File: src/rtl/vga_pattern_pkg.sv
// Shared definitions for the VGA test-pattern generator: pattern mode codes,
// default 640x480@60 timing and colour-level helpers.
package vga_pattern_pkg;

  typedef enum logic [1:0] {
    MODE_BARS    = 2'd0,
    MODE_CHECKER = 2'd1,
    MODE_RAMP    = 2'd2,
    MODE_GRID    = 2'd3
  } mode_e;

  localparam int DEF_CDEPTH  = 4;
  localparam int DEF_HACTIVE = 640;
  localparam int DEF_HFRONT  = 16;
  localparam int DEF_HWIDTH  = 96;
  localparam int DEF_HBACK   = 48;
  localparam int DEF_VACTIVE = 480;
  localparam int DEF_VFRONT  = 10;
  localparam int DEF_VWIDTH  = 2;
  localparam int DEF_VBACK   = 33;
  localparam int DEF_CHK     = 32;

  localparam int MAX_CDEPTH  = 16;

  // Full-scale level for a channel of the given depth, right-aligned.
  function automatic logic [MAX_CDEPTH-1:0] colour_white(input int cdepth);
    return MAX_CDEPTH'((64'd1 << cdepth) - 64'd1);
  endfunction

  function automatic logic [MAX_CDEPTH-1:0] colour_black();
    return '0;
  endfunction

endpackage

File: src/rtl/vga_timing.sv
// Horizontal/vertical raster counters with combinational sync, active-area
// and end-of-frame decode; everything advances only on the pixel strobe.
module vga_timing
  import vga_pattern_pkg::*;
#(
  parameter int HACTIVE = DEF_HACTIVE,
  parameter int HFRONT  = DEF_HFRONT,
  parameter int HWIDTH  = DEF_HWIDTH,
  parameter int HBACK   = DEF_HBACK,
  parameter int VACTIVE = DEF_VACTIVE,
  parameter int VFRONT  = DEF_VFRONT,
  parameter int VWIDTH  = DEF_VWIDTH,
  parameter int VBACK   = DEF_VBACK,
  localparam int HTOTAL = HACTIVE + HFRONT + HWIDTH + HBACK,
  localparam int VTOTAL = VACTIVE + VFRONT + VWIDTH + VBACK,
  localparam int HW     = $clog2(HTOTAL),
  localparam int VW     = $clog2(VTOTAL)
) (
  input  logic          clk,
  input  logic          rst,
  input  logic          pck_en,
  output logic [HW-1:0] hcnt,
  output logic [VW-1:0] vcnt,
  output logic          hs_n,
  output logic          vs_n,
  output logic          active,
  output logic          frame_end
);

  localparam logic [HW-1:0] H_ACT   = HW'(HACTIVE);
  localparam logic [HW-1:0] H_LAST  = HW'(HTOTAL - 1);
  localparam logic [HW-1:0] HS_BEG  = HW'(HACTIVE + HFRONT);
  localparam logic [HW-1:0] HS_END  = HW'(HACTIVE + HFRONT + HWIDTH);
  localparam logic [VW-1:0] V_ACT   = VW'(VACTIVE);
  localparam logic [VW-1:0] V_LAST  = VW'(VTOTAL - 1);
  localparam logic [VW-1:0] VS_BEG  = VW'(VACTIVE + VFRONT);
  localparam logic [VW-1:0] VS_END  = VW'(VACTIVE + VFRONT + VWIDTH);

  logic h_last;
  logic v_last;

  assign h_last = (hcnt == H_LAST);
  assign v_last = (vcnt == V_LAST);

  // NOTE: state registers use non-blocking assignments so every flop samples
  // the pre-edge values of its neighbours, regardless of statement order.
  always_ff @(posedge clk or posedge rst) begin
    if (rst) begin
      hcnt <= '0;
      vcnt <= '0;
    end else if (pck_en) begin
      if (h_last) begin
        hcnt <= '0;
        vcnt <= v_last ? '0 : vcnt + 1'b1;
      end else begin
        hcnt <= hcnt + 1'b1;
      end
    end
  end

  assign hs_n      = !((hcnt >= HS_BEG) && (hcnt < HS_END));
  assign vs_n      = !((vcnt >= VS_BEG) && (vcnt < VS_END));
  assign active    = (hcnt < H_ACT) && (vcnt < V_ACT);
  assign frame_end = h_last && v_last;

endmodule

File: src/rtl/vga_pattern_gen.sv
// VGA test-pattern generator: raster timing, four frame-synchronous patterns
// and a two-stage output pipeline. Define PATTERN_SCROLL_EN to scroll left 1 px/frame.
module vga_pattern_gen
  import vga_pattern_pkg::*;
#(
  parameter int CDEPTH  = DEF_CDEPTH,
  parameter int HACTIVE = DEF_HACTIVE,
  parameter int HFRONT  = DEF_HFRONT,
  parameter int HWIDTH  = DEF_HWIDTH,
  parameter int HBACK   = DEF_HBACK,
  parameter int VACTIVE = DEF_VACTIVE,
  parameter int VFRONT  = DEF_VFRONT,
  parameter int VWIDTH  = DEF_VWIDTH,
  parameter int VBACK   = DEF_VBACK,
  parameter int CHK     = DEF_CHK
) (
  input  logic              CLK,
  input  logic              RST,
  input  logic              PCK_EN,
  input  logic [1:0]        MODE,
  output logic [CDEPTH-1:0] VGA_R,
  output logic [CDEPTH-1:0] VGA_G,
  output logic [CDEPTH-1:0] VGA_B,
  output logic              VGA_HS,
  output logic              VGA_VS,
  output logic              VGA_DE,
  output logic              FRAME_START
);

  localparam int HTOTAL = HACTIVE + HFRONT + HWIDTH + HBACK;
  localparam int VTOTAL = VACTIVE + VFRONT + VWIDTH + VBACK;
  localparam int HW     = $clog2(HTOTAL);
  localparam int VW     = $clog2(VTOTAL);
  localparam int CB     = $clog2(CHK);

  localparam logic [CDEPTH-1:0] WHITE = CDEPTH'(colour_white(CDEPTH));
  localparam logic [CDEPTH-1:0] BLACK = CDEPTH'(colour_black());

  typedef struct packed {
    logic [CDEPTH-1:0] r;
    logic [CDEPTH-1:0] g;
    logic [CDEPTH-1:0] b;
    logic              de;
    logic              hs_n;
    logic              vs_n;
    logic              first;
  } pix_t;

  localparam pix_t PIX_RST = '{r: '0, g: '0, b: '0, de: 1'b0,
                               hs_n: 1'b1, vs_n: 1'b1, first: 1'b0};

  logic [HW-1:0] hcnt;
  logic [VW-1:0] vcnt;
  logic          hs_n;
  logic          vs_n;
  logic          active;
  logic          frame_end;

  vga_timing #(
    .HACTIVE (HACTIVE), .HFRONT (HFRONT), .HWIDTH (HWIDTH), .HBACK (HBACK),
    .VACTIVE (VACTIVE), .VFRONT (VFRONT), .VWIDTH (VWIDTH), .VBACK (VBACK)
  ) u_timing (
    .clk       (CLK),
    .rst       (RST),
    .pck_en    (PCK_EN),
    .hcnt      (hcnt),
    .vcnt      (vcnt),
    .hs_n      (hs_n),
    .vs_n      (vs_n),
    .active    (active),
    .frame_end (frame_end)
  );

  mode_e         mode_q;
  logic [HW-1:0] x;
  logic [VW-1:0] y;

  assign y = vcnt;

`ifdef PATTERN_SCROLL_EN
  localparam int SW   = 10;
  localparam int SUMW = ((HW > SW) ? HW : SW) + 1;

  logic [SW-1:0]   scroll_q;
  logic [SUMW-1:0] x_sum;

  // hcnt and the offset are each below HACTIVE in the visible area, so one
  // conditional subtract is a complete mod HACTIVE.
  assign x_sum = SUMW'(hcnt) + SUMW'(scroll_q);
  assign x     = (x_sum >= SUMW'(HACTIVE)) ? HW'(x_sum - SUMW'(HACTIVE)) : HW'(x_sum);

  always_ff @(posedge CLK or posedge RST) begin
    if (RST) begin
      scroll_q <= '0;
    end else if (PCK_EN && frame_end) begin
      scroll_q <= (scroll_q == SW'(HACTIVE - 1)) ? '0 : scroll_q + 1'b1;
    end
  end
`else
  assign x = hcnt;
`endif

  logic [HW+2:0]        bar_full;
  logic [2:0]           bar;
  logic [VW+1:0]        band_full;
  logic                 band_odd;
  logic [2:0]           bar_idx;
  logic [HW+CDEPTH-1:0] ramp_full;
  logic [CDEPTH-1:0]    ramp;
  logic                 chk_black;
  logic                 grid_on;

  assign bar_full  = {x, 3'b000} / (HW+3)'(HACTIVE);
  assign bar       = (bar_full > (HW+3)'(7)) ? 3'd7 : bar_full[2:0];
  assign band_full = {y, 2'b00} / (VW+2)'(VACTIVE);
  assign band_odd  = |(band_full & (VW+2)'(1));
  assign bar_idx   = band_odd ? 3'd7 - bar : bar;

  assign ramp_full = {x, {CDEPTH{1'b0}}} / (HW+CDEPTH)'(HACTIVE);
  assign ramp      = (ramp_full > (HW+CDEPTH)'(2**CDEPTH - 1)) ? WHITE : ramp_full[CDEPTH-1:0];

  assign chk_black = x[CB] ^ y[CB];
  assign grid_on   = ((x & HW'(CHK - 1)) == '0) || ((y & VW'(CHK - 1)) == '0) ||
                     (x == HW'(HACTIVE - 1)) || (y == VW'(VACTIVE - 1));

  pix_t pat;
  pix_t s1;

  // NOTE: pat gets a full default before the case so no path leaves a field
  // unassigned, which would otherwise infer a latch.
  always_comb begin
    pat       = PIX_RST;
    pat.de    = active;
    pat.hs_n  = hs_n;
    pat.vs_n  = vs_n;
    pat.first = active && (hcnt == '0) && (vcnt == '0);
    case (mode_q)
      MODE_BARS: begin
        pat.r = {CDEPTH{bar_idx[2]}};
        pat.g = {CDEPTH{bar_idx[1]}};
        pat.b = {CDEPTH{bar_idx[0]}};
      end
      MODE_CHECKER: begin
        pat.r = chk_black ? BLACK : WHITE;
        pat.g = chk_black ? BLACK : WHITE;
        pat.b = chk_black ? BLACK : WHITE;
      end
      MODE_RAMP: begin
        pat.r = ramp;
        pat.g = ramp;
        pat.b = ramp;
      end
      MODE_GRID: begin
        pat.r = grid_on ? WHITE : BLACK;
        pat.g = grid_on ? WHITE : BLACK;
        pat.b = grid_on ? WHITE : BLACK;
      end
    endcase
  end

  // Mode is only taken on the last pixel of a frame, so a frame never mixes patterns.
  always_ff @(posedge CLK or posedge RST) begin
    if (RST) begin
      mode_q <= MODE_BARS;
      s1     <= PIX_RST;
    end else if (PCK_EN) begin
      s1 <= pat;
      if (frame_end) begin
        mode_q <= mode_e'(MODE);
      end
    end
  end

  // FRAME_START is a one-CLK pulse, so unlike the other outputs it is not held.
  always_ff @(posedge CLK or posedge RST) begin
    if (RST) begin
      VGA_R       <= '0;
      VGA_G       <= '0;
      VGA_B       <= '0;
      VGA_HS      <= 1'b1;
      VGA_VS      <= 1'b1;
      VGA_DE      <= 1'b0;
      FRAME_START <= 1'b0;
    end else begin
      FRAME_START <= PCK_EN && s1.first;
      if (PCK_EN) begin
        VGA_R  <= s1.de ? s1.r : BLACK;
        VGA_G  <= s1.de ? s1.g : BLACK;
        VGA_B  <= s1.de ? s1.b : BLACK;
        VGA_HS <= s1.hs_n;
        VGA_VS <= s1.vs_n;
        VGA_DE <= s1.de;
      end
    end
  end

endmodule

File: config.mk
export PLATFORM = sky130hd
export DESIGN_NAME = vga_pattern_gen
export DESIGN_NICKNAME = d
export VERILOG_FILES = /design/src/rtl/vga_pattern_pkg.sv /design/src/rtl/vga_timing.sv /design/src/rtl/vga_pattern_gen.sv
export SDC_FILE = /design/constraint.sdc
export NUM_CORES = 1
export LEC_CHECK = 0
export CAP_MARGIN = 40
export CELL_PAD_IN_SITES_DETAIL_PLACEMENT = 0
export CELL_PAD_IN_SITES_GLOBAL_PLACEMENT = 1
export CORE_MARGIN = 4
export CORE_UTILIZATION = 42
export CTS_CLUSTER_SIZE = 12
export DETAILED_ROUTE_END_ITERATION = 8
export PLACE_DENSITY_LB_ADDON = 0.15
export SKIP_LAST_GASP = 1
export SLEW_MARGIN = 30
export SYNTH_ARGS = -nofsm -noshare
export SYNTH_HDL_FRONTEND = slang
export SYNTH_SLANG_ARGS = --single-unit
export TNS_END_PERCENT = 10
File: constraint.sdc
create_clock -name CLK -period 3.1 [get_ports CLK]
set_input_delay 0.465 -clock CLK [delete_from_list [all_inputs] [get_ports CLK]]
set_output_delay 0.465 -clock CLK [all_outputs]
set_load 0.02 [all_outputs]
After elaboration in Yosys (flattened, before gate mapping)
Index checks and enable logic that the tools add are counted.
{"block": "op_classes", "div": 3, "bitwise_logic": 1, "addsub": 3, "reduce_logical": 19, "n_mux": 11, "n_eq_ne": 7, "n_lt_le_gt_ge": 8}
{"operator": "$pmux W12 S4", "n": 1}
{"operator": "$logic_not A10 Y1", "n": 4}
{"operator": "$eq A10 B10 Y1 const B", "n": 3}
{"operator": "$mux W4", "n": 6}
{"operator": "$add A10 B1 Y10 const B", "n": 2}
{"operator": "$lt A10 B10 Y1 const B", "n": 2}
{"operator": "$lt A10 B9 Y1 const B", "n": 2}
{"operator": "$mux W10", "n": 2}
{"operator": "$div A14 B10 Y14 const B", "n": 1}
{"operator": "$gt A14 B4 Y1 const B", "n": 1}
{"operator": "$div A13 B10 Y13 const B", "n": 1}
{"operator": "$gt A13 B3 Y1 const B", "n": 1}
{"operator": "$div A12 B9 Y12 const B", "n": 1}
{"operator": "$eq A10 B9 Y1 const B", "n": 1}
{"operator": "$ge A10 B10 Y1 const B", "n": 1}
{"operator": "$ge A10 B9 Y1 const B", "n": 1}
{"operator": "$logic_and A1 B1 Y1", "n": 7}
{"operator": "$mux W3", "n": 2}
{"operator": "$eq A2 B2 Y1 const B", "n": 2}
{"operator": "$reduce_and A2 Y1", "n": 2}
{"operator": "$logic_or A1 B1 Y1", "n": 3}
{"operator": "$sub A3 B3 Y3 const A", "n": 1}
{"operator": "$eq A2 B1 Y1 const B", "n": 1}
{"operator": "$logic_not A1 Y1", "n": 2}
{"operator": "2 further kinds", "n": 2}
{"block": "word_totals", "word_cells": 69, "out_inout_bits": 16, "regBits": 54, "input_bits": 5}

Longest topological paths before layout
Gate-level depths: netlist of the first run.
{"block": "logic_depth", "word_depth": 6, "mapped_depth": 14, "mapped_depth_nobuf": 12}

Modules after synthesis
From an unflattened synthesis of the first run, not the netlist that was laid out.
{"block": "hier_totals", "cells_unflattened": 352, "area_unflattened_um2": 3249.4}
{"module": "vga_pattern_gen", "cells_each": 237, "area_each_um2": 2108.3, "instances": 1}
{"module": "vga_timing", "cells_each": 115, "area_each_um2": 1141.1, "instances": 1}

Worst setup path before layout of the first run
OpenSTA, ideal clock, no wires.
{"block": "synth_path", "kind": "register to register", "start": "reg u_timing.hcnt[0]", "end": "reg s1[12] (netlist bit)", "required_ps": 3018, "n_path_buf": 1, "slack_ps": -333, "stages_incl_launch_ff": 14, "t_arrival_ps": 3351, "path_cell_list": "dfrtp_1 -> inv_1 -> ha_1 -> or4b_4 -> buf_6 -> nor3_4 -> xnor2_1 -> and3_1 -> o21ai_2 -> a311o_1 -> a211oi_2 -> a21bo_1 -> a211o_1 -> a31oi_1"}
{"block": "synth_via", "elab_chain_len": 6, "word_cells_on_any_way": 15, "classes_between": "add/sub (1); div (2); order compare (2); eq/ne (1); mux (5); reduce/logical (4)"}
{"element": "start: declaration", "line": "vga_timing.sv:22", "text": "output logic [HW-1:0] hcnt,"}
{"element": "start signal: assignment", "line": "vga_timing.sv:56", "text": "hcnt <= hcnt + 1'b1;"}
{"element": "branches (longest 5 deep; another with $div A14 B10 Y14)"}
{"element": "$pmux W12 S4 *", "line": "vga_pattern_gen.sv:137", "text": "case (mode_q)"}
{"element": "end signal: assignment", "line": "vga_pattern_gen.sv:167", "text": "s1 <= pat;"}
{"element": "end: declaration", "line": "vga_pattern_gen.sv:127", "text": "pix_t s1;"}
Every way passes the cells marked *.
A chain may end at the register's enable or synchronous reset.

Worst setup path after layout of the first run
{"block": "layout_path", "start": "reg u_timing.hcnt[0]", "end": "reg s1[4] (netlist bit)"}
{"block": "layout_via", "elab_chain_len": 6, "word_cells_on_any_way": 15, "classes_between": "add/sub (1); div (2); order compare (2); eq/ne (1); mux (5); reduce/logical (4)"}
{"element": "branches (longest 5 deep; another with $div A14 B10 Y14)"}
{"element": "$pmux W12 S4 *", "line": "vga_pattern_gen.sv:137"}
Marks and branches as above.

==> impl_metrics.toml, run 1 <==
[status]
status = "finished, violations left"
failed_checks = "negative setup slack"

[grt]
largest_net_degree_at_the_start_of_global_routing = 44
grt_antenna_before_repair = 0
first_global_vias = 3989
gr-total-overflow = 0
grt_use_total_pct = 20.9
wire_length_of_the_first_global_routing_pass_microns = 19700

[finish]
post_route_cells_drive_above_1_share_pct = 25.6
flow.area_growth_from_synthesis_pct = 26.1
fin_cells = 719
diodes = 0
finish.net_count = 597

[detailed_routing]
post_drt_via_cell_ratio = 5.66
drt_pre_antenna_iters = 5
route.met3.wl_microns = 471
met1Wirelength_microns = 5570
average_detailed_routed_wire_length_per_instance_microns = 16.5
top_layer_used = "met4"
detail_route.drc_violations = 0
detailroute.via_count = 4072
route.antenna.remaining_nets = 0
wl_met2_microns = 5550
totalWireLength_microns = 11800
drtIter0Drc = 225

[cts]
cts_inserted_buffers = 5
clk_pin_slew_worst_paths_ns = 0.11
max_buffers_root_to_sink = 2
worstSkewPairLatency_ns = 0.31
postCtsHoldBufs = 0
cts_htree_levels = 2
cts_root_buffer = "sky130_fd_sc_hd__clkbuf_8"
cts_tree = "done"
cts_sinks = 54

[timing]
min_period_ns = 3.30
post-route-period-util_pct = 106
maxSlewViolCount = 0
timing.final.setup_violations = 12
fin_skew_ns = 0.0112
worstMarginPinSlew_ns = 0.661
finalHoldViolations = 0
rsz_0062_raised_after_global_routing = "yes"
timing.fmax_mhz = 303
final_critical_path_setup_slack_ns = -0.197
timing.slew.headroom_pct = 55.9

[yosys]
synth_largest_area_cell = "sky130_fd_sc_hd__dfrtp_1"
synth.area.top_cells = "sky130_fd_sc_hd__dfrtp_1 30%, sky130_fd_sc_hd__o21ai_0 4.9%, sky130_fd_sc_hd__xnor2_1 4.8%"
post_synth_most_frequent_cells = "50 x sky130_fd_sc_hd__dfrtp_1, 45 x sky130_fd_sc_hd__nor2_1, 42 x sky130_fd_sc_hd__nand2_1"
synth_flop_cell = "sky130_fd_sc_hd__dfrtp_1"
syn_area_per_cell_sq_um = 8.27
netlist_instances = 504
synth.distinct_cells = 82
synth_edf_count = 0
synth-async-reset-ratio_pct = 100
synth_top_cell_area_share_pct = 30.0
ys_seq_area_share_pct = 32.5
netlist_area_sq_um = 4170
postSynthRegisterBits = 54
synth.most_common_cell = "sky130_fd_sc_hd__dfrtp_1"
synthesis.nets = 516
synthesis.yosys.warnings = 0

[critical_path]
crit_path_cell_trace = "inv_2, ha_4, or4b_4, nor2_8, o221ai_4, buf_6, or2_4, a32oi_4, a21oi_1, a211oi_2, a21bo_1, a211o_1, a31oi_1"
data_arrival_time_of_the_critical_path_ns = 3.53
worst_path_largest_cell_delay_ns = 0.60
crit_path_top_delay_cell = "sky130_fd_sc_hd__or4b_4"
setup.worst_path.start_class = "register"
required_time_reported_for_the_critical_path_endpoint_ns = 3.33
family_with_the_most_delay_on_the_worst_path = "compound AO/OA/AOI/OAI gates"
crit_fanout = 7
setup.worst_path.end_class = "register"
worst-path-buf-inv = 2
worstSetupPathType = "reg2reg"

[place]
hpwl_microns = 9270
placement.io_buffers = 20
placed_cells_incl_taps = 710
finalWeightedCongestion = 0.923
place_worst_setup_slack_ns = -0.241

[die]
area_enclosed_by_the_die_boundary_sq_um = 11600
pin_count = 21
die_height_microns = 108
core.rowCount = 36
chipWidth_microns = 108
initial_utilization_pct = 42.8
floorplan.core_area_sq_um = 9730

[power_and_ir_drop]
power.leakage_nw = 2.16
power_per_cell_area_nw_per_um2 = 769
vdd_drop_max_uv = 279

[hold_path]
hp-class = "reg2reg"

[run]
number_of_violations_of_the_max_capacitance_limit = 0
-- routing by layer --
metal	up-vias	GRT usage [%]
met5	-	0
met4	0	5.32
met3	20	2.70
met2	101	34.2
met1	1947	29.3
li1	2004	-
-- where the power goes --
part	total (mW)	leakage (nW)	internal (mW)	switching, mW
logic	2.60	1.45	1.21	1.39
registers	1.03	0.660	0.878	0.151
clock network	0.412	0.0483	0.164	0.249
total	4.04	2.16	2.25	1.79
-- cells by family (layout without fill, tap and decap cells) --
group | Yosys count | count (layout) | share of synthesized area, %
buf+inv | 68 | 150 | 6.69
fa+ha+maj | 8 | 8 | 2.34
xor+xnor | 28 | 28 | 5.88
flops | 54 | 54 | 32.5
simple gates | 184 | 184 | 23.6
compound gates | 153 | 153 | 26.6
mux | 9 | 9 | 2.37
-- through the flow --
stage | hold WS, ns | total power, mW | TNS, ns | area, sq um | utilization (%)
2_1_floorplan | 0.450 | 2.56 | -1.09 | 4210 | -
3_3_place_gp | 0.466 | 3.53 | -1.42 | 5110 | 52.5
3_5_place_dp | 0.470 | 3.56 | -1.77 | 5110 | 52.5
4_1_cts | 0.488 | 4.01 | -1.66 | 5230 | 53.8
5_1_grt | 0.519 | 4.34 | -3.95 | 5250 | 54.0
6_report | 0.478 | 4.04 | -1.47 | 5250 | 54.0
-- worst register-to-register path, cell delays in order (launching register included) --
cell and delay [ns]:
sky130_fd_sc_hd__dfrtp_1 0.38, sky130_fd_sc_hd__inv_2 0.07, sky130_fd_sc_hd__ha_4 0.18, sky130_fd_sc_hd__or4b_4 0.60, sky130_fd_sc_hd__nor2_8 0.13, sky130_fd_sc_hd__o221ai_4 0.17
sky130_fd_sc_hd__buf_6 0.19, sky130_fd_sc_hd__or2_4 0.27, sky130_fd_sc_hd__a32oi_4 0.18, sky130_fd_sc_hd__a21oi_1 0.10, sky130_fd_sc_hd__a211oi_2 0.26, sky130_fd_sc_hd__a21bo_1 0.24
sky130_fd_sc_hd__a211o_1 0.28, sky130_fd_sc_hd__a31oi_1 0.15
-- final cells by class --
| class | instances | area [sq um] |
|---|---|---|
| clock buffers | 5 | 68.8 |
| clock inverters | 3 | 26.3 |
| fillers | 957 | 4480 |
| inverters | 32 | 120 |
| multi-input cells | 382 | 2610 |
| flip-flops and latches | 54 | 1360 |
| well taps | 133 | 166 |
| repair buffers | 110 | 905 |
-- layout by cell type (no fill, tap or decap), types with 10 or more instances in the layout --
master,instances
sky130_fd_sc_hd__clkdlybuf4s50_1,20
sky130_fd_sc_hd__nor2_1,45
sky130_fd_sc_hd__buf_4,87
sky130_fd_sc_hd__xnor2_1,22
sky130_fd_sc_hd__dfrtp_1,50
sky130_fd_sc_hd__nand4_1,13
sky130_fd_sc_hd__o21ai_0,41
sky130_fd_sc_hd__a21oi_1,20
sky130_fd_sc_hd__nand2_1,42
sky130_fd_sc_hd__o211ai_1,10
sky130_fd_sc_hd__inv_1,27
sky130_fd_sc_hd__a31oi_1,11
sky130_fd_sc_hd__nor3_1,13
sky130_fd_sc_hd__nand3_1,14
-- worst paths after layout --
| kind | cells after the start | endpoint | startpoint | slack (ns) |
|---|---|---|---|---|
| max | 13 | s1[4] | u_timing.hcnt[0] | -0.20 |
| min | 2 | VGA_R[1] | s1[13] | 0.48 |
| max reg2reg | 13 | s1[4] | u_timing.hcnt[0] | -0.20 |
| min reg2reg | 2 | VGA_R[1] | s1[13] | 0.48 |
| max in group asynchronous | 3 | u_timing.hcnt[2] | RST | 1.90 |
| min in group asynchronous | 2 | VGA_DE | RST | 0.55 |
-- state kept, by name (all words and copies together), names as in the netlist --
register,count
u_timing.vcnt,10
VGA_HS,1
VGA_R,4
VGA_DE,1
VGA_B,4
s1,16
FRAME_START,1
u_timing.hcnt,10
VGA_VS,1
VGA_G,4
mode_q,2
-- timing repair --
action                                 CTS  global route
pin swaps                                4             2
endpoints found under the hold margin    0             0
setup endpoints to repair               12            12
setup buffers                            1             0
resized for setup                        4             5
No activity file was read; power rests on OpenSTA's default activity.
==> run 2: changes to the inputs <==
- GPL_TIMING_DRIVEN: default -> 0
==> impl_metrics.toml, run 2 (same netlist as run 1, synthesis figures left out) <==
[critical_path]
setup.worst_path.end_class = "register"
required_time_reported_for_the_critical_path_endpoint_ns = 3.34
critical_path.reg2reg.startpoint = "u_timing.hcnt[0]"
worstSetupPathType = "reg2reg"
worst_r2r_endpoint = "s1[8]"
reg2reg_slack_ns = -0.39
data_arrival_time_of_the_critical_path_ns = 3.72
r2r_worst_path_depth = 14
setup.worst_path.start_class = "register"
crit_fanout = 6

[finish]
flow.area_growth_from_synthesis_pct = 16.8
post_route_cells_drive_above_1_share_pct = 14.5
layout_common_cells = "48 x sky130_fd_sc_hd__dfrtp_1, 44 x sky130_fd_sc_hd__nor2_1, 42 x sky130_fd_sc_hd__nand2_1"
diodes = 0
largest_registers = "s1: 16 flops, u_timing.hcnt: 10 flops, u_timing.vcnt: 10 flops"
finish.net_count = 550
regMostFlops = "s1"
layout_commonest_cell = "sky130_fd_sc_hd__dfrtp_1"
max_ffs_per_register = 16

[detailed_routing]
detail_route.drc_violations = 0
detailroute.via_count = 3893
drt_pre_antenna_iters = 4
totalWireLength_microns = 11800
post_drt_via_cell_ratio = 5.79
drtIter0Drc = 229
route.antenna.remaining_nets = 0
average_detailed_routed_wire_length_per_instance_microns = 17.6

[status]
status = "finished, violations left"
failed_checks = "negative setup slack"

[timing]
post-route-period-util_pct = 112
maxSlewViolCount = 0
timing.slew.headroom_pct = 59.2
fin_skew_ns = 0.00740
min_period_ns = 3.49
worstMarginPinSlew_ns = 0.612
final_critical_path_setup_slack_ns = -0.385
timing.final.setup_violations = 12
rsz_0062_raised_after_global_routing = "yes"
finalHoldViolations = 0
timing.fmax_mhz = 287

[power_and_ir_drop]
sequentialPowerShare_pct = 26.7
power.net_switching_mw = 1.75
power_per_cell_area_nw_per_um2 = 772
cellInternalPower_mw = 2.01
power.leakage_nw = 1.86
switching_share_pct = 46.5
report.power.total_mw = 3.76
vdd_drop_max_uv = 266
combPwrFrac_pct = 60.0
clk_network_pwr_share_pct = 13.3

[grt]
gr-total-overflow = 0
wire_length_of_the_first_global_routing_pass_microns = 20000
met1_usage_pct = 30.9
global_route_layer_with_the_greatest_usage = "met2"
largest_net_degree_at_the_start_of_global_routing = 45
grt_antenna_before_repair = 0
first_global_vias = 3715
grt_use_total_pct = 21.5
use_met2_pct = 34.2
grt_use_met3_pct = 3.60

[cts]
postCtsHoldBufs = 0
clk_pin_slew_worst_paths_ns = 0.11
max_buffers_root_to_sink = 2
cts_tree = "done"
cts_inserted_buffers = 5
worstSkewPairLatency_ns = 0.31
cts_htree_levels = 2
cts_root_buffer = "sky130_fd_sc_hd__clkbuf_8"
cts_sinks = 54

[hold_path]
hp-class = "in2async"

[die]
initial_utilization_pct = 42.8
floorplan.core_area_sq_um = 9730
die_height_microns = 108
area_enclosed_by_the_die_boundary_sq_um = 11600
chipWidth_microns = 108
pin_count = 21
core.rowCount = 36

[place]
placement.io_buffers = 19
hpwl_microns = 8830
finalWeightedCongestion = 0.880
place_worst_setup_slack_ns = -0.624

[run]
number_of_violations_of_the_max_capacitance_limit = 0
[run 2: cell types whose count changed in the layout (fill, tap and decap cells not counted), sizes merged]
cell           previous run  this run
buf                      90        18
clkinvlp                  0         2
bufinv                    0         1
clkinv                    5         2
clkdlybuf4s50            20        19
clkbuf                    5        31
[run 2: worst max path at each step]
stage | start | endpoint | slack, ns | cells after the start
floorplan | u_timing.hcnt[0] | s1[12] | -0.20 | 13
global route | u_timing.hcnt[0] | s1[8] | -0.60 | 14
global placement | u_timing.hcnt[0] | s1[4] | -0.61 | 13
finish | u_timing.hcnt[0] | s1[8] | -0.39 | 14
CTS | u_timing.hcnt[0] | s1[8] | -0.36 | 14
detailed placement | u_timing.hcnt[0] | s1[12] | -0.62 | 13
[run 2: metal layers]
| metal | wire length [microns] | vias up |
|---|---|---|
| met5 | 0 | - |
| met4 | 181 | 0 |
| met3 | 526 | 15 |
| met2 | 5640 | 103 |
| met1 | 5490 | 1874 |
| li1 | - | 1901 |
[run 2: final cells by class]
type	count	area, sq um
multi-input combinational	382	2660
clock inverter	3	45.0
clock buffer	5	68.8
buffer	35	158
inverter	32	125
fill	981	4860
sequential	54	1360
tap	133	166
timing repair buffer	28	282
[run 2: critical path: stages (launching register included)]
cell	delay [ns]
sky130_fd_sc_hd__dfrtp_2	0.44
sky130_fd_sc_hd__inv_2	0.10
sky130_fd_sc_hd__ha_4	0.17
sky130_fd_sc_hd__or4b_4	0.46
sky130_fd_sc_hd__buf_6	0.17
sky130_fd_sc_hd__nor2_8	0.11
sky130_fd_sc_hd__o221ai_4	0.14
sky130_fd_sc_hd__buf_6	0.18
sky130_fd_sc_hd__a211oi_4	0.25
sky130_fd_sc_hd__o21ai_2	0.13
sky130_fd_sc_hd__a311o_1	0.30
sky130_fd_sc_hd__a211oi_2	0.29
sky130_fd_sc_hd__a21bo_1	0.24
sky130_fd_sc_hd__a211o_1	0.30
sky130_fd_sc_hd__a31oi_1	0.13
[run 2: timing repair]
action                                  CTS  global route
pin swaps                                 9             0
resized for setup                        18             0
endpoints found under the setup margin   12            15
hold endpoints to repair                  0             0
setup buffers                             8             0
[run 2: power groups by stage]
stage	logic, mW	clock network [mW]	registers [mW]
2_1_floorplan	1.51	0	1.05
3_3_place_gp	2.07	0	1.02
3_5_place_dp	2.09	0	1.02
4_1_cts	2.24	0.510	1.00
5_1_grt	2.48	0.540	1.03
6_report	2.25	0.502	1.00
[run 2: through the flow]
| stage | instances | hold slack [ns] | setup TNS (ns) | util (%) | area (sq um) |
|---|---|---|---|---|---|
| after floorplan | 504 | 0.450 | -1.09 | - | 4210 |
| after global placement | 656 | 0.468 | -6.00 | 46.9 | 4560 |
| after detailed placement | 657 | 0.472 | -6.51 | 47.2 | 4590 |
| after CTS | 672 | 0.402 | -3.09 | 50.0 | 4870 |
| after global routing | 672 | 0.393 | -6.03 | 50.0 | 4870 |
| final | 672 | 0.394 | -3.40 | 50.0 | 4870 |
==> edit (settings of run 2) <==
Add a define of `PATTERN_SCROLL_EN`.
--- a/src/rtl/vga_pattern_gen.sv
+++ b/src/rtl/vga_pattern_gen.sv
@@ -2,2 +2,4 @@
 // and a two-stage output pipeline. Define PATTERN_SCROLL_EN to scroll left 1 px/frame.
+`define PATTERN_SCROLL_EN
+
 module vga_pattern_gen
Function: no difference found for any inputs over 10 cycles, from zero or initial values and one cycle with RST high; that may be too few to reach the edited logic, so the function may still have changed.
==> edit against run 2 <==
Cell area rose by 18%. Setup slack got worse by 480 ps. Sequential cell count up 10. Routed wire length is 1.0% higher. Synthesized area is 11% higher. The run still ends with negative setup slack left. Fmax shrank 12%. Combinational power shrank 48%. Power is 23% lower.
==> edit: results (changes against run 2) <==
Global route
  • Global-route wire length before repair: 20220 µm (+1.3%)
  • Met2 usage in global routing: 31.20% (-3.0 points)
  • Met3 Usage GRT: 2.888% (-0.71 points)
  • Pin count of the biggest net entering global routing: 38 (-16%)
  • Number of global-route vias before repair: 4082 (+9.9%)
  • Met1 track demand over resource in global routing: 26.98% (-3.9 points)

Synthesis
  • Adder and majority gate portion of the synthesized area: 5.283% (+2.9 points)
  • Sequential share of the synthesized area: 34.61% (+2.1 points)
  • Complex-gate fraction of the synthesized area: 24.12% (-2.5 points)
  • Share of the synthesized netlist area taken by xor and xnor gates: 7.385% (+1.5 points)
  • Ranking of synthesized cells by instance count: dfrtp_1 (60), nor2_1 (49), o21ai_0 (43)
  • Post-Syn Nets: 558 (+8.1%)

Drt
  • Met3 Routed Length: 464 µm (-12%)
  • Final routed wirelength across all metal layers: 11970 µm (+1.0%)
  • DR vias/cell: 5.798 (about the same)
  • DR WL met2: 5655 µm (+0.21%)
  • Post-route met1 wirelength: 5701 µm (+3.8%)
  • First drt pass iteration count: 7 (+3)
  • Count of routing violations after the opening detailed-route iteration: 254 (+11%)

Finish
  • Signal buffers share of area: 9.035% (+0.010 points)
  • Count of clock-net buffers in the final layout: 10 (+5)
  • Fraction of standard cell area in multi-input logic: 54.58% (-0.14 points)
  • Proportion of layout cells with a drive suffix above 1: 21.55% (+7.1 points)
  • Relative area of clock buffers and inverters in the final design: 3.244% (+0.90 points)
  • Count of non-CTS inverters in the layout: 28 (-13%)
  • Register Area: 1614 µm² (+19%)
  • Number of signal-net buffers in the layout: 69 (+9.5%)

CTS
  • Clock network latency to the later pin of the worst-skew pair: 350 ps (+40 ps)
  • Number of levels the H-tree was split into: 3 (+1)
  • Clock Sinks: 64 (+19%)
  • Cts bufs inserted: 9 (+4)

Power
  • Peak VDD IR: 245.1 µV (-7.9%)
  • Relative contribution of sequential cells to total power: 35.5% (+8.8 points)
  • Portion of total power attributed to the clock network: 24.1% (+11 points)

Place
  • Routability-driven placement congestion ratio: 0.8828 (+0.33%)
  • Dpl ws: -1380 ps (-756.2 ps)

Setup path
  • Delay of the slowest critical-path stage: 480 ps (+20 ps)
  • Slowest stage cell, crit path: o41ai_4
  • CP Max Fanout: 5 (-1)
  • Reg-to-reg endpoint: s1[4]
  • Number of cells traversed by the worst register-to-register path: 15 (+1)
  • Worst reg2reg setup slack: -860 ps (-480 ps)

STA
  • Clk_skew: 10.78 ps (+3.380 ps)
  • Final setup violation count: 17 (+5)
  • Final setup slack of the worst path: -861.9 ps (-476.9 ps)
  • Relative max-transition margin: 50.23% (-9.0 points)

Run status
  • Status: complete, but fails checks
  • Violated checks: negative setup slack
==> edit: what timing repair did <==
item,CTS,global route
gates resized for setup,43,11
endpoints found under the setup margin,17,17
pin swaps,22,12
buffers inserted,22,2
==> edit: kinds of logic (layout without fill, tap and decap cells) <==
family | count (synthesis) | in the layout
muxes | 10 | 10
xor gates and xnor gates | 37 | 37
buffers and inverters | 52 | 112
DFF | 64 | 64
AOI/OAI and AO/OA | 153 | 153
adders and majority gates | 19 | 19
and+or+nand+nor | 199 | 199
==> edit: stage by stage <==
stage                     setup TNS [ps]  cells  area, µm²  hold slack, ps  power [mW]
after floorplan                    -6920    534       4716           458.4       1.742
after CTS                         -10210    732       5678           450.0       2.901
after detailed placement          -15910    695       5114           487.6       1.971
final                             -10770    734       5747           452.3       2.912
after global routing              -14700    734       5747           474.2       3.086
after global placement            -23420    694       5091           488.7       1.960
